<file path="config.mk">
export PLATFORM = sky130hd
export DESIGN_NAME = lshift_seq
export DESIGN_NICKNAME = d
export VERILOG_FILES = /design/src/rtl/lshift_seq_pkg.sv /design/src/rtl/lshift_seq.sv
export SDC_FILE = /design/constraint.sdc
export NUM_CORES = 1
export LEC_CHECK = 0
export CAP_MARGIN = 10
export CORE_MARGIN = 4
export CORE_UTILIZATION = 40
export DETAILED_ROUTE_END_ITERATION = 10
export GPL_TIMING_DRIVEN = 0
export PLACE_DENSITY_LB_ADDON = 0.15
export SKIP_CTS_REPAIR_TIMING = 1
export SLEW_MARGIN = 15
export SYNTH_ARGS = -nofsm -noshare
export SYNTH_HDL_FRONTEND = slang
export SYNTH_SLANG_ARGS = --single-unit
</file>
<file path="constraint.sdc">
create_clock -name clk -period 1.15 [get_ports clk]
set_input_delay 0.1725 -clock clk [delete_from_list [all_inputs] [get_ports clk]]
set_output_delay 0.1725 -clock clk [all_outputs]
set_load 0.03 [all_outputs]
</file>
<file path="src/rtl/lshift_seq_pkg.sv">
// Shared shift package: FSM state encoding and default widths for the
// sequential datapath shifters.
package lshift_seq_pkg;

    localparam int unsigned LSHIFT_WIDTH = 16;
    localparam int unsigned LSHIFT_SHW   = 4;

    typedef enum logic [1:0] {
        StIdle  = 2'd0,
        StShift = 2'd1,
        StDone  = 2'd2
    } lshift_state_e;

endpackage

</file>
<file path="src/rtl/lshift_seq.sv">
// Sequential left shifter: shifts an operand left one bit per cycle,
// inserting a fill bit at the LSB, for a captured shift amount.
//
// Ports:
//   clk    - clock, rising edge
//   rst    - asynchronous active-high reset
//   start  - request a shift; accepted only while ready=1
//   din    - operand, captured at acceptance
//   shamt  - left-shift amount 0..WIDTH-1, captured at acceptance
//   fill   - bit inserted at LSB on each step, captured at acceptance
//   ready  - idle, start will be accepted
//   done   - one-cycle pulse, result valid
//   dout   - shifted result (held until the next accepted start)
//   carry  - last bit shifted out of the MSB
module lshift_seq
    import lshift_seq_pkg::*;
#(
    parameter int unsigned WIDTH = LSHIFT_WIDTH,
    parameter int unsigned SHW   = LSHIFT_SHW
) (
    input  logic             clk,
    input  logic             rst,
    input  logic             start,
    input  logic [WIDTH-1:0] din,
    input  logic [SHW-1:0]   shamt,
    input  logic             fill,
    output logic             ready,
    output logic             done,
    output logic [WIDTH-1:0] dout,
    output logic             carry
);

    lshift_state_e    state_q, state_d;
    logic [WIDTH-1:0] sreg_q, sreg_d;
    logic [SHW-1:0]   cnt_q, cnt_d;
    logic             fill_q, fill_d;
    logic             carry_q, carry_d;

    always_comb begin
        state_d = state_q;
        sreg_d  = sreg_q;
        cnt_d   = cnt_q;
        fill_d  = fill_q;
        carry_d = carry_q;
        ready   = 1'b0;
        done    = 1'b0;

        unique case (state_q)
            StIdle: begin
                ready = 1'b1;
                if (start) begin
                    sreg_d  = din;
                    cnt_d   = shamt;
                    fill_d  = fill;
                    carry_d = 1'b0;
                    state_d = (shamt == '0) ? StDone : StShift;
                end
            end
            StShift: begin
                sreg_d  = {sreg_q[WIDTH-2:0], fill_q};
                carry_d = sreg_q[WIDTH-1];
                cnt_d   = cnt_q - SHW'(1);
                // Counter is nonzero on entry, so it never wraps.
                if (cnt_q == SHW'(1)) begin
                    state_d = StDone;
                end
            end
            StDone: begin
                done    = 1'b1;
                state_d = StIdle;
            end
            default: begin
                state_d = StIdle;
            end
        endcase
    end

    always_ff @(posedge clk or posedge rst) begin
        if (rst) begin
            state_q <= StIdle;
            sreg_q  <= '0;
            cnt_q   <= '0;
            fill_q  <= 1'b0;
            carry_q <= 1'b0;
        end else begin
            state_q <= state_d;
            sreg_q  <= sreg_d;
            cnt_q   <= cnt_d;
            fill_q  <= fill_d;
            carry_q <= carry_d;
        end
    end

    assign dout  = sreg_q;
    assign carry = carry_q;

endmodule

</file>
# == Word level (Yosys, flattened, before mapping) ==
# Cells that the tools add are included.
# classes
addsub,1
eq_ne,5
n_mux,12
n_reduce_logical,6
# ops
op,n
16-bit one-hot mux with 2 select lines,1
16-bit two-way mux,1
4-bit one-hot mux with 2 select lines,1
2-bit two-way mux,3
2-bit AND reduction,3
"4-bit by 1-bit equality test with 1-bit output, second input constant",1
4-bit logical NOT,1
4-bit two-way mux,1
"2-bit != test, second input constant",2
2-bit one-hot mux with 2 select lines,1
"4-bit by 1-bit subtractor with 4-bit output, second input constant",1
1-bit two-way mux,3
"2-bit by 1-bit equality test with 1-bit output, second input constant",1
"2-bit equality test, second input constant",1
2-bit logical NOT,1
1-bit one-hot mux with 2 select lines,1
2-bit nonzero test,1
# word_totals
register_bits,24
in_bits,24
output_inout_bits,19
elab_cells,29

# == Depth between registers and ports, before layout ==
# Gate-level depths: netlist (run 1).
# depth
ltp_word,4
depth_mapped,5

# == Least setup slack after synthesis (run 1) ==
# OpenSTA, ideal clock, no wires.
# synth_timing
path_kind,flip-flop to output port
start,register state_q[0]
end,output done
arrival_time_ns,1.279
t_required_ns,0.978
setup_slack_ns,-0.301
path_stages_with_launch,5
path_cell_list,dfrtp_1 buf_2 buf_4 buf_4 nor2b_1
# synth_between
elab_chain_cells,2
# synth_lines
element,line,rtl
start: declaration,lshift_seq.sv:33,"lshift_state_e state_q, state_d;"
start signal: assignment,lshift_seq.sv:80,state_q <= StIdle;
start signal: assignment,lshift_seq.sv:86,state_q <= state_d;
2-bit equality test,lshift_seq.sv:48,unique case (state_q)
1-bit two-way mux,lshift_seq.sv:48,
end: declaration,lshift_seq.sv:28,"output logic done,"
# Every way passes these cells.

# == Worst setup path after layout (run 1) ==
# layout_timing
start,register state_q[0]
end,output ready
# layout_between
elab_chain_cells,2
# layout_lines
element,line,rtl
2-bit logical NOT,lshift_seq.sv:48,
1-bit two-way mux,lshift_seq.sv:48,
end: declaration,lshift_seq.sv:27,"output logic ready,"
# Every way passes these cells.

==> metrics, run 1 <==
status finished with violations; failing checks negative setup slack; # DRC 0; syn nets 167; Seq pwr share 28.1%; Max Clk Rate 0.632 GHz; vias in the first global route 1294; Root Buffer clkbuf_4; placed cell count 227; Ports 43; largest net degree at the start of global routing 25; layout cell share with drive strength beyond 1 39.3%; initial antenna violation count 0; htree depth 1; peak per-stage delay on the critical path 0.44 ns; register area share after synthesis 45.6%; leakage power 0.993 nW; Antenna Nets Post-Route 0; RSZ-0062 raised after global routing true; post-synth cell types 32; worst hold path type in2async; crit path capture type output port; Num CTS Buffers 3; Setup CP Type reg2out; Die Ht 65.4 um; Synth top area share 45.6%; Clock power frac 11.5%; Clk Latency, worst-skew pair 0.33 ns; Slew @ Worst Pin 0.907 ns; fraction of registers with async set/reset 100%; CORE AREA 3100 um^2; Worst path top cell family by delay buffers and inverters; Syn-to-layout area delta 62.6%; total congestion overflow 0; post-layout min period 1.58 ns; final wirelength 3.83 mm; drt first-iter violations 83; Pint 3.24 mW; max-cap viol count 0; power share of the combinational group 60.4%; via count 1326; Worst Setup Slack, final -0.431 ns; Fin. Hold Viols 0; CTS tree done; Sw Pwr 2.36 mW; dominant synthesized flop cell dfrtp_1; top cell type by total area after synthesis dfrtp_1; skew final 0.00591 ns; WP data required 0.98 ns; synthesized area 1320 um^2; most frequent cells after synthesis 24 x dfrtp_1, 20 x a21oi_1, 18 x o21ai_0, 10 x nor2b_1; fin nets 233; Clock Tree Buf Depth 2; worst vdd ir 1.31 mV; hpwl dp 2.47 mm; yosys warns 0; count leader, synth dfrtp_1; main area contributors after synthesis dfrtp_1 46%, a21oi_1 7.6%, o21ai_0 6.8%; DRT Pass-1 Iters 4; Cells after Synth 141; number of vias per cell 5.30; Non-Filler Instances 250; Net Sw Frac 42.1%; antenna cells 0; Core Rows 20; Max Fanout on Critical Path 10; crit-path cells buf_6 -> buf_2 -> nor2_4 -> buf_4; Final period util 138%; setup violation total in the final timing report 24; DR WL/cell 15.3 um; Post-synth EDFFs 0; Worst-path clk slew 0.15 ns; startpoint class of the critical path register; Final Power 5.60 mW; CP bufs+invs 3; final slew viol count 0; routability cong. 0.793; CP max stage cell dfrtp_1; clk sink count 24; Die W 65.4 um; power density over the cells 2620 nW/um^2; Avg Cell Area, Syn 9.34 um^2; die area 4270 um^2; Rel. slew slack 39.5%; initial core utilization 42.4%; register bit total from synthesis 24; first-pass GRT wire length 5.91 mm; CP arrival 1.41 ns; port bufs 42; Global Route Usage Sum 17.4%
state kept, by name, indices dropped and copies added, names as in the netlist:
signal,count
fill_q,1
dout,16
carry,1
cnt_q,4
state_q,2
cell usage in the layout (no fill, tap or decap), types with 2 or more instances in the layout:
cell	instances
buf_8	2
inv_1	4
clkbuf_2	2
o21ai_0	6
buf_4	23
clkbuf_4	12
a21oi_1	13
nand2_2	3
dfrtp_1	24
o21ai_2	3
buf_6	10
nand2b_1	2
buf_2	2
a21oi_2	7
a22oi_1	7
o21ai_1	9
nor2b_1	9
nand2_1	5
clkdlybuf4s50_1	22
and3b_1	8
nor3_1	2
nor2_1	2
power groups by stage:
stage / Sequential (mW) / Combinational [mW] / Clock, mW
global placement: 1.54 / 2.57 / 0
finish: 1.57 / 3.38 / 0.645
floorplan: 2.01 / 1.19 / 0
CTS: 1.55 / 2.63 / 0.638
detailed placement: 1.57 / 2.63 / 0
global route: 1.62 / 3.64 / 0.674
metrics by stage:
| step | hold slack (ns) | instance area (um^2) | setup slack (ns) | util [%] | TNS [ns] |
|---|---|---|---|---|---|
| 5_1_grt | 0.367 | 2140 | -0.459 | 69.0 | -3.83 |
| 6_report | 0.316 | 2140 | -0.431 | 69.0 | -2.91 |
| 3_5_place_dp | 0.510 | 1810 | -0.810 | 58.3 | -17.07 |
| 2_1_floorplan | 0.187 | 1330 | -0.134 | - | -0.449 |
| 3_3_place_gp | 0.487 | 1810 | -0.803 | 58.3 | -16.21 |
| 4_1_cts | 0.369 | 1860 | -1.19 | 60.0 | -13.82 |
cell type report:
| class | instances | area, um^2 |
|---|---|---|
| fillers | 261 | 962 |
| clock inverters | 1 | 30.0 |
| well taps | 44 | 55.1 |
| multi-input cells | 100 | 749 |
| repair buffers | 62 | 558 |
| clock buffers | 3 | 22.5 |
| plain buffers | 11 | 106 |
| inverters | 5 | 18.8 |
| flip-flops and latches | 24 | 601 |
path summary, 6_finish.rpt:
path / start / to / depth (start not counted) / slack (ns)
setup reg to reg: state_q[1] / fill_q / 4 / -0.32
hold reg to reg: dout[0] / dout[0] / 2 / 0.54
setup / recovery: state_q[0] / ready / 4 / -0.43
hold / removal: rst / state_q[0] / 2 / 0.32
min in group clk: start / cnt_q[2] / 3 / 0.34
max in group asynchronous: rst / dout[12] / 2 / 0.28
per-layer routing:
metal	GRT usage (%)	routed length [um]
met5	0	0
met1	22.4	1700
met2	29.8	1940
met3	2.56	157
met4	5.44	34
cells by family after synthesis:
logic type      after synthesis  synth area share [%]
mux                           1                  1.14
compound gates               54                  24.3
flops                        24                  45.6
fa+ha+maj                     2                  1.90
simple gates                 43                  20.6
buf+inv                      17                  6.37
Power figures use the tool's default switching activity.
==> inputs of run 2 (changes only) <==
--- a/config.mk
+++ b/config.mk
@@ -10,6 +10,7 @@
 export CORE_UTILIZATION = 40
 export DETAILED_ROUTE_END_ITERATION = 10
 export GPL_TIMING_DRIVEN = 0
+export MAX_ROUTING_LAYER = met4
 export PLACE_DENSITY_LB_ADDON = 0.15
 export SKIP_CTS_REPAIR_TIMING = 1
 export SLEW_MARGIN = 15
==> run 2 against run 1 <==
The flow still finishes with violations (negative setup slack). Highest routed layer unchanged. Sequential share of layout area about the same. Critical endpoint unchanged. Register-to-register slack about the same. Global-route usage up 0.39 points.
==> metrics, run 2 (synthesized netlist as in run 1, its figures left out) <==
setup violation total in the final timing report 21 (-13%); crit path capture type output port; Reg2Reg Depth 4 (unchanged); Largest register FFs 16 (unchanged); Num CTS Buffers 3 (unchanged); Fin Setup TNS -2.63 ns (+0.283 ns); post-route cell area 2140 um^2 (about the same); die area 4270 um^2 (unchanged); vias in the first global route 1294 (unchanged); largest net degree at the start of global routing 25 (unchanged); FILL cells 259 (-0.77%); final wirelength 3.83 mm (unchanged); Fin. Hold Viols 0 (unchanged); htree depth 1 (unchanged); total congestion overflow 0 (unchanged); power density over the cells 2610 nW/um^2 (-0.12%); RSZ-0062 raised after global routing true; max-cap viol count 0 (unchanged); initial core utilization 42.4% (unchanged); Antenna Nets Post-Route 0 (unchanged); Worst Setup Slack, final -0.409 ns (+0.0227 ns); # DRC 0 (unchanged); Slew @ Worst Pin 0.910 ns (+0.00353 ns); port bufs 42 (unchanged); Global Route Usage Sum 17.8% (+0.39 points); leakage power 0.995 nW (+0.21%); drt first-iter violations 78 (-6.0%); RR Endpoint fill_q; Die Ht 65.4 um (unchanged); Core Rows 20 (unchanged); fin nets 233 (unchanged); Final period util 136% (-2.0 points); Max Clk Rate 0.642 GHz (+1.5%); via count 1327 (+0.075%); worst vdd ir 1.31 mV (+0.17%); antenna cells 0 (unchanged); skew final 0.00459 ns (-0.00133 ns); CORE AREA 3100 um^2 (unchanged); DRT Pass-1 Iters 4 (unchanged); Worst-path clk slew 0.15 ns (about the same); Worst R2R Start state_q[1]; routability cong. 0.804 (+1.4%); Syn-to-layout area delta 62.5% (about the same); failing checks negative setup slack; clk sink count 24 (unchanged); final slew viol count 0 (unchanged); DR WL/cell 15.3 um (unchanged); Rel. slew slack 39.3% (-0.24 points); hpwl dp 2.47 mm (unchanged); startpoint class of the critical path register; Setup CP Type reg2out; Max Fanout on Critical Path 10 (unchanged); Clock Tree Buf Depth 2 (unchanged); post-layout min period 1.56 ns (-0.0227 ns); initial antenna violation count 0 (unchanged); first-pass GRT wire length 5.88 mm (-0.59%); WP data required 0.98 ns (about the same); CP arrival 1.39 ns (-0.02 ns); number of vias per cell 5.31 (about the same); Ports 43 (unchanged); Die W 65.4 um (unchanged); FF-to-FF setup slack -0.33 ns (about the same); CTS tree done; worst hold path type in2async; Area after DPL 1810 um^2 (unchanged); status finished with violations; Root Buffer clkbuf_4; layout cell share with drive strength beyond 1 39.8% (+0.49 points); most common cell after layout, fill and taps aside dfrtp_1; most frequent cells in the layout 24 x dfrtp_1, 23 x buf_4, 22 x clkdlybuf4s50_1; Clk Latency, worst-skew pair 0.33 ns (about the same)
==> run 2: cell types whose count changed in the layout (fill, tap and decap cells not counted), sizes merged <==
cell,delta
buf,+2
clkbuf,-2
==> run 2: through the flow <==
step           setup slack, ns  hold WS [ns]  util, %  std cells  power, mW
4_1_cts                  -1.19         0.369     60.0        231       4.82
6_report                -0.409         0.326     69.0        250       5.59
2_1_floorplan           -0.134         0.187        -        141       3.20
3_5_place_dp            -0.810         0.510     58.3        227       4.19
3_3_place_gp            -0.803         0.487     58.3        227       4.11
5_1_grt                 -0.459         0.361     69.0        250       5.93
==> run 2: how the worst max path moves through the flow <==
stage / end / slack (ns) / from / cells after the start
2_1_floorplan: fill_q / -0.13 / state_q[1] / 3
3_3_place_gp: done / -0.80 / state_q[1] / 4
3_5_place_dp: done / -0.81 / state_q[1] / 4
4_1_cts: done / -1.19 / state_q[1] / 4
5_1_grt: ready / -0.46 / state_q[0] / 4
6_report: ready / -0.41 / state_q[0] / 4
==> run 2: power by group <==
| part | internal [mW] | switching (mW) | total (mW) |
|---|---|---|---|
| logic | 1.66 | 1.72 | 3.38 |
| registers | 1.22 | 0.348 | 1.57 |
| clock network | 0.353 | 0.283 | 0.635 |
| total | 3.24 | 2.35 | 5.59 |
==> run 2: layer usage <==
metal  up-vias  share of wire (%)  global-route usage [%]  wire length, um
met5         -                  0                       -                0
met4         0               0.60                    5.44               23
met3         4                3.6                    2.56              138
met2        32                 51                    29.8             1970
met1       654                 44                    22.2             1700
li1        637                  -                       -                -
==> run 2: cell type report <==
cell class,instances,area [um^2],area share (%)
multi-input cells,100,749,35.0
flip-flops and latches,24,601,28.1
repair buffers,62,558,26.1
plain buffers,11,105,4.91
well taps,44,55.1,2.57
clock inverters,1,30.0,1.40
clock buffers,3,22.5,1.05
inverters,5,18.8,0.877
==> run 2: worst max-delay path: stages, from the launching register on <==
cell	delay (ns)
dfrtp_1	0.43
buf_6	0.14
buf_2	0.19
nor2_4	0.13
buf_4	0.16
==> inputs of run 3 (changes only) <==
==> constraint.sdc (replaced) <==
create_clock -name clk -period 1.5 [get_ports clk]
set_input_delay 0.225 -clock clk [delete_from_list [all_inputs] [get_ports clk]]
set_output_delay 0.225 -clock clk [all_outputs]
set_load 0.03 [all_outputs]
==> run 3 against run 2 <==
The flow still finishes with violations (negative setup slack). Hold slack improved by 0.054 ns. Via count fell by 8.1%. Global-route usage fell by 0.14 points. Worst setup slack improved by 0.30 ns. Highest routed layer unchanged.
==> metrics, run 3 (synthesized netlist as in run 1, its figures left out) <==
Worst-path clk slew 0.13 ns (-0.02 ns); Most Frequent Cell on Critical Path buf_6; Clk Latency, worst-skew pair 0.32 ns (about the same); most common cell after layout, fill and taps aside dfrtp_1; number of vias per cell 5.14 (-3.1%); crit path capture type output port; Area after DPL 1790 um^2 (-0.83%); Num CTS Buffers 3 (unchanged); Clock Tree Buf Depth 2 (unchanged); Max Fanout on Critical Path 10 (unchanged); peak per-stage delay on the critical path 0.42 ns (about the same); Worst Setup Slack, final -0.110 ns (+0.299 ns); layout cell share with drive strength beyond 1 14.0% (-26 points); Die Ht 65.4 um (unchanged); final wirelength 3.41 mm (-11%); fin nets 220 (-5.6%); placed cell count 227 (unchanged); Syn-to-layout area delta 51.4%; initial core utilization 42.4% (unchanged); CP bufs+invs 4 (+1); via count 1219 (-8.1%); # DRC 0 (unchanged); total congestion overflow 0 (unchanged); initial antenna violation count 0 (unchanged); die area 4270 um^2 (unchanged); port bufs 42 (unchanged); final slew viol count 0 (unchanged); DR WL/cell 14.4 um (-6.2%); startpoint class of the critical path register; Global Route Usage Sum 17.6% (-0.14 points); clk sink count 24 (unchanged); Rel. slew slack 39.0% (-0.28 points); Final period util 107%; FILL cells 286 (+10%); CORE AREA 3100 um^2 (unchanged); post-layout min period 1.61 ns; DRT Pass-1 Iters 4 (unchanged); failing checks negative setup slack; vias in the first global route 1252 (-3.2%); CP arrival 1.38 ns (about the same); Root Buffer clkbuf_4; hpwl dp 2.46 mm (-0.67%); htree depth 1 (unchanged); largest net degree at the start of global routing 25 (unchanged); Slew @ Worst Pin 0.914 ns (+0.00415 ns); post-route cell area 1990 um^2 (-6.8%); power density over the cells 1920 nW/um^2 (-27%); worst vdd ir 0.940 mV (-28%); met2 routed WL 1.65 mm (-16%); max layer used met4; Antenna Nets Post-Route 0 (unchanged); RSZ-0062 raised after global routing true; Worst path top cell family by delay buffers and inverters; antenna cells 0 (unchanged); CTS tree done; Die W 65.4 um (unchanged); skew final 0.00327 ns (-0.00132 ns); Met3 Routed Length 136 um (-1.4%); Fin. Hold Viols 0 (unchanged); leakage power 1.07 nW (+7.7%); Non-Filler Instances 237 (-5.2%); setup violation total in the final timing report 2 (-90%); status finished with violations; most frequent cells in the layout 24 x dfrtp_1, 23 x clkdlybuf4s50_1, 20 x a21oi_1; wl on met1 1.59 mm (-6.8%); routability cong. 0.837 (+4.1%); WP data required 1.27 ns (+0.29 ns); Ports 43 (unchanged); worst hold path type in2async; CP max stage cell dfrtp_1; Fin Setup TNS -0.128 ns (+2.50 ns); Core Rows 20 (unchanged); Largest register FFs 16 (unchanged); Max Clk Rate 0.621 GHz; Final Util 64.2% (-4.7 points); crit-path cells buf_6 -> buf_6 -> buf_8 -> nor2b_4 -> buf_6; max-cap viol count 0 (unchanged); first-pass GRT wire length 5.80 mm (-1.3%); drt first-iter violations 53 (-32%); Setup CP Type reg2out
==> run 3: cell count changes in the layout (fill, tap and decap cells not counted), sizes merged <==
cell,before,now
buf,39,18
clkdlybuf4s50,22,23
clkbuf,14,5
dlymetal6s2s,1,17
==> run 3: power breakdown <==
part           switching, mW  leakage, nW  internal [mW]
Combinational           1.13        0.747           1.04
Clock                  0.202       0.0279          0.270
Sequential             0.236        0.296          0.938
Total                   1.57         1.07           2.25
==> run 3: area by class of cell <==
type / instances / area (um^2) / share of cell area, %
flip-flops and latches: 24 / 601 / 30.1
well taps: 44 / 55.1 / 2.76
multi-input cells: 100 / 647 / 32.5
clock inverters: 1 / 30.0 / 1.51
plain buffers: 12 / 105 / 5.27
clock buffers: 3 / 22.5 / 1.13
repair buffers: 48 / 514 / 25.8
inverters: 5 / 18.8 / 0.942
==> run 3: layer usage <==
metal	vias up	GRT usage [%]
li1	606	-
met1	580	22.0
met2	29	29.6
met3	4	2.56
met4	0	5.44
met5	-	-
==> run 3: worst reg2reg max path, cell delays in order, from the launching register on <==
cell	delay (ns)
dfrtp_1	0.42
buf_4	0.15
or3b_4	0.39
mux2_4	0.30
==> run 3: metrics by stage <==
stage / power (mW) / setup slack (ns) / hold slack (ns)
floorplan: 2.43 / 0.146 / 0.240
global placement: 3.12 / -0.510 / 0.489
detailed placement: 3.17 / -0.522 / 0.494
CTS: 3.65 / -0.915 / 0.408
global route: 4.09 / -0.158 / 0.475
finish: 3.82 / -0.110 / 0.381
==> run 3: worst paths after layout <==
kind | depth (start not counted) | from | slack, ns | end
worst max-delay path | 5 | state_q[0] | -0.11 | done
worst min-delay path | 2 | rst | 0.38 | dout[9]
worst max register to register | 3 | state_q[0] | 0.14 | fill_q
worst min register to register | 1 | carry | 0.52 | carry
max in group asynchronous | 2 | rst | 0.56 | fill_q
min in group clk | 2 | fill | 0.51 | fill_q
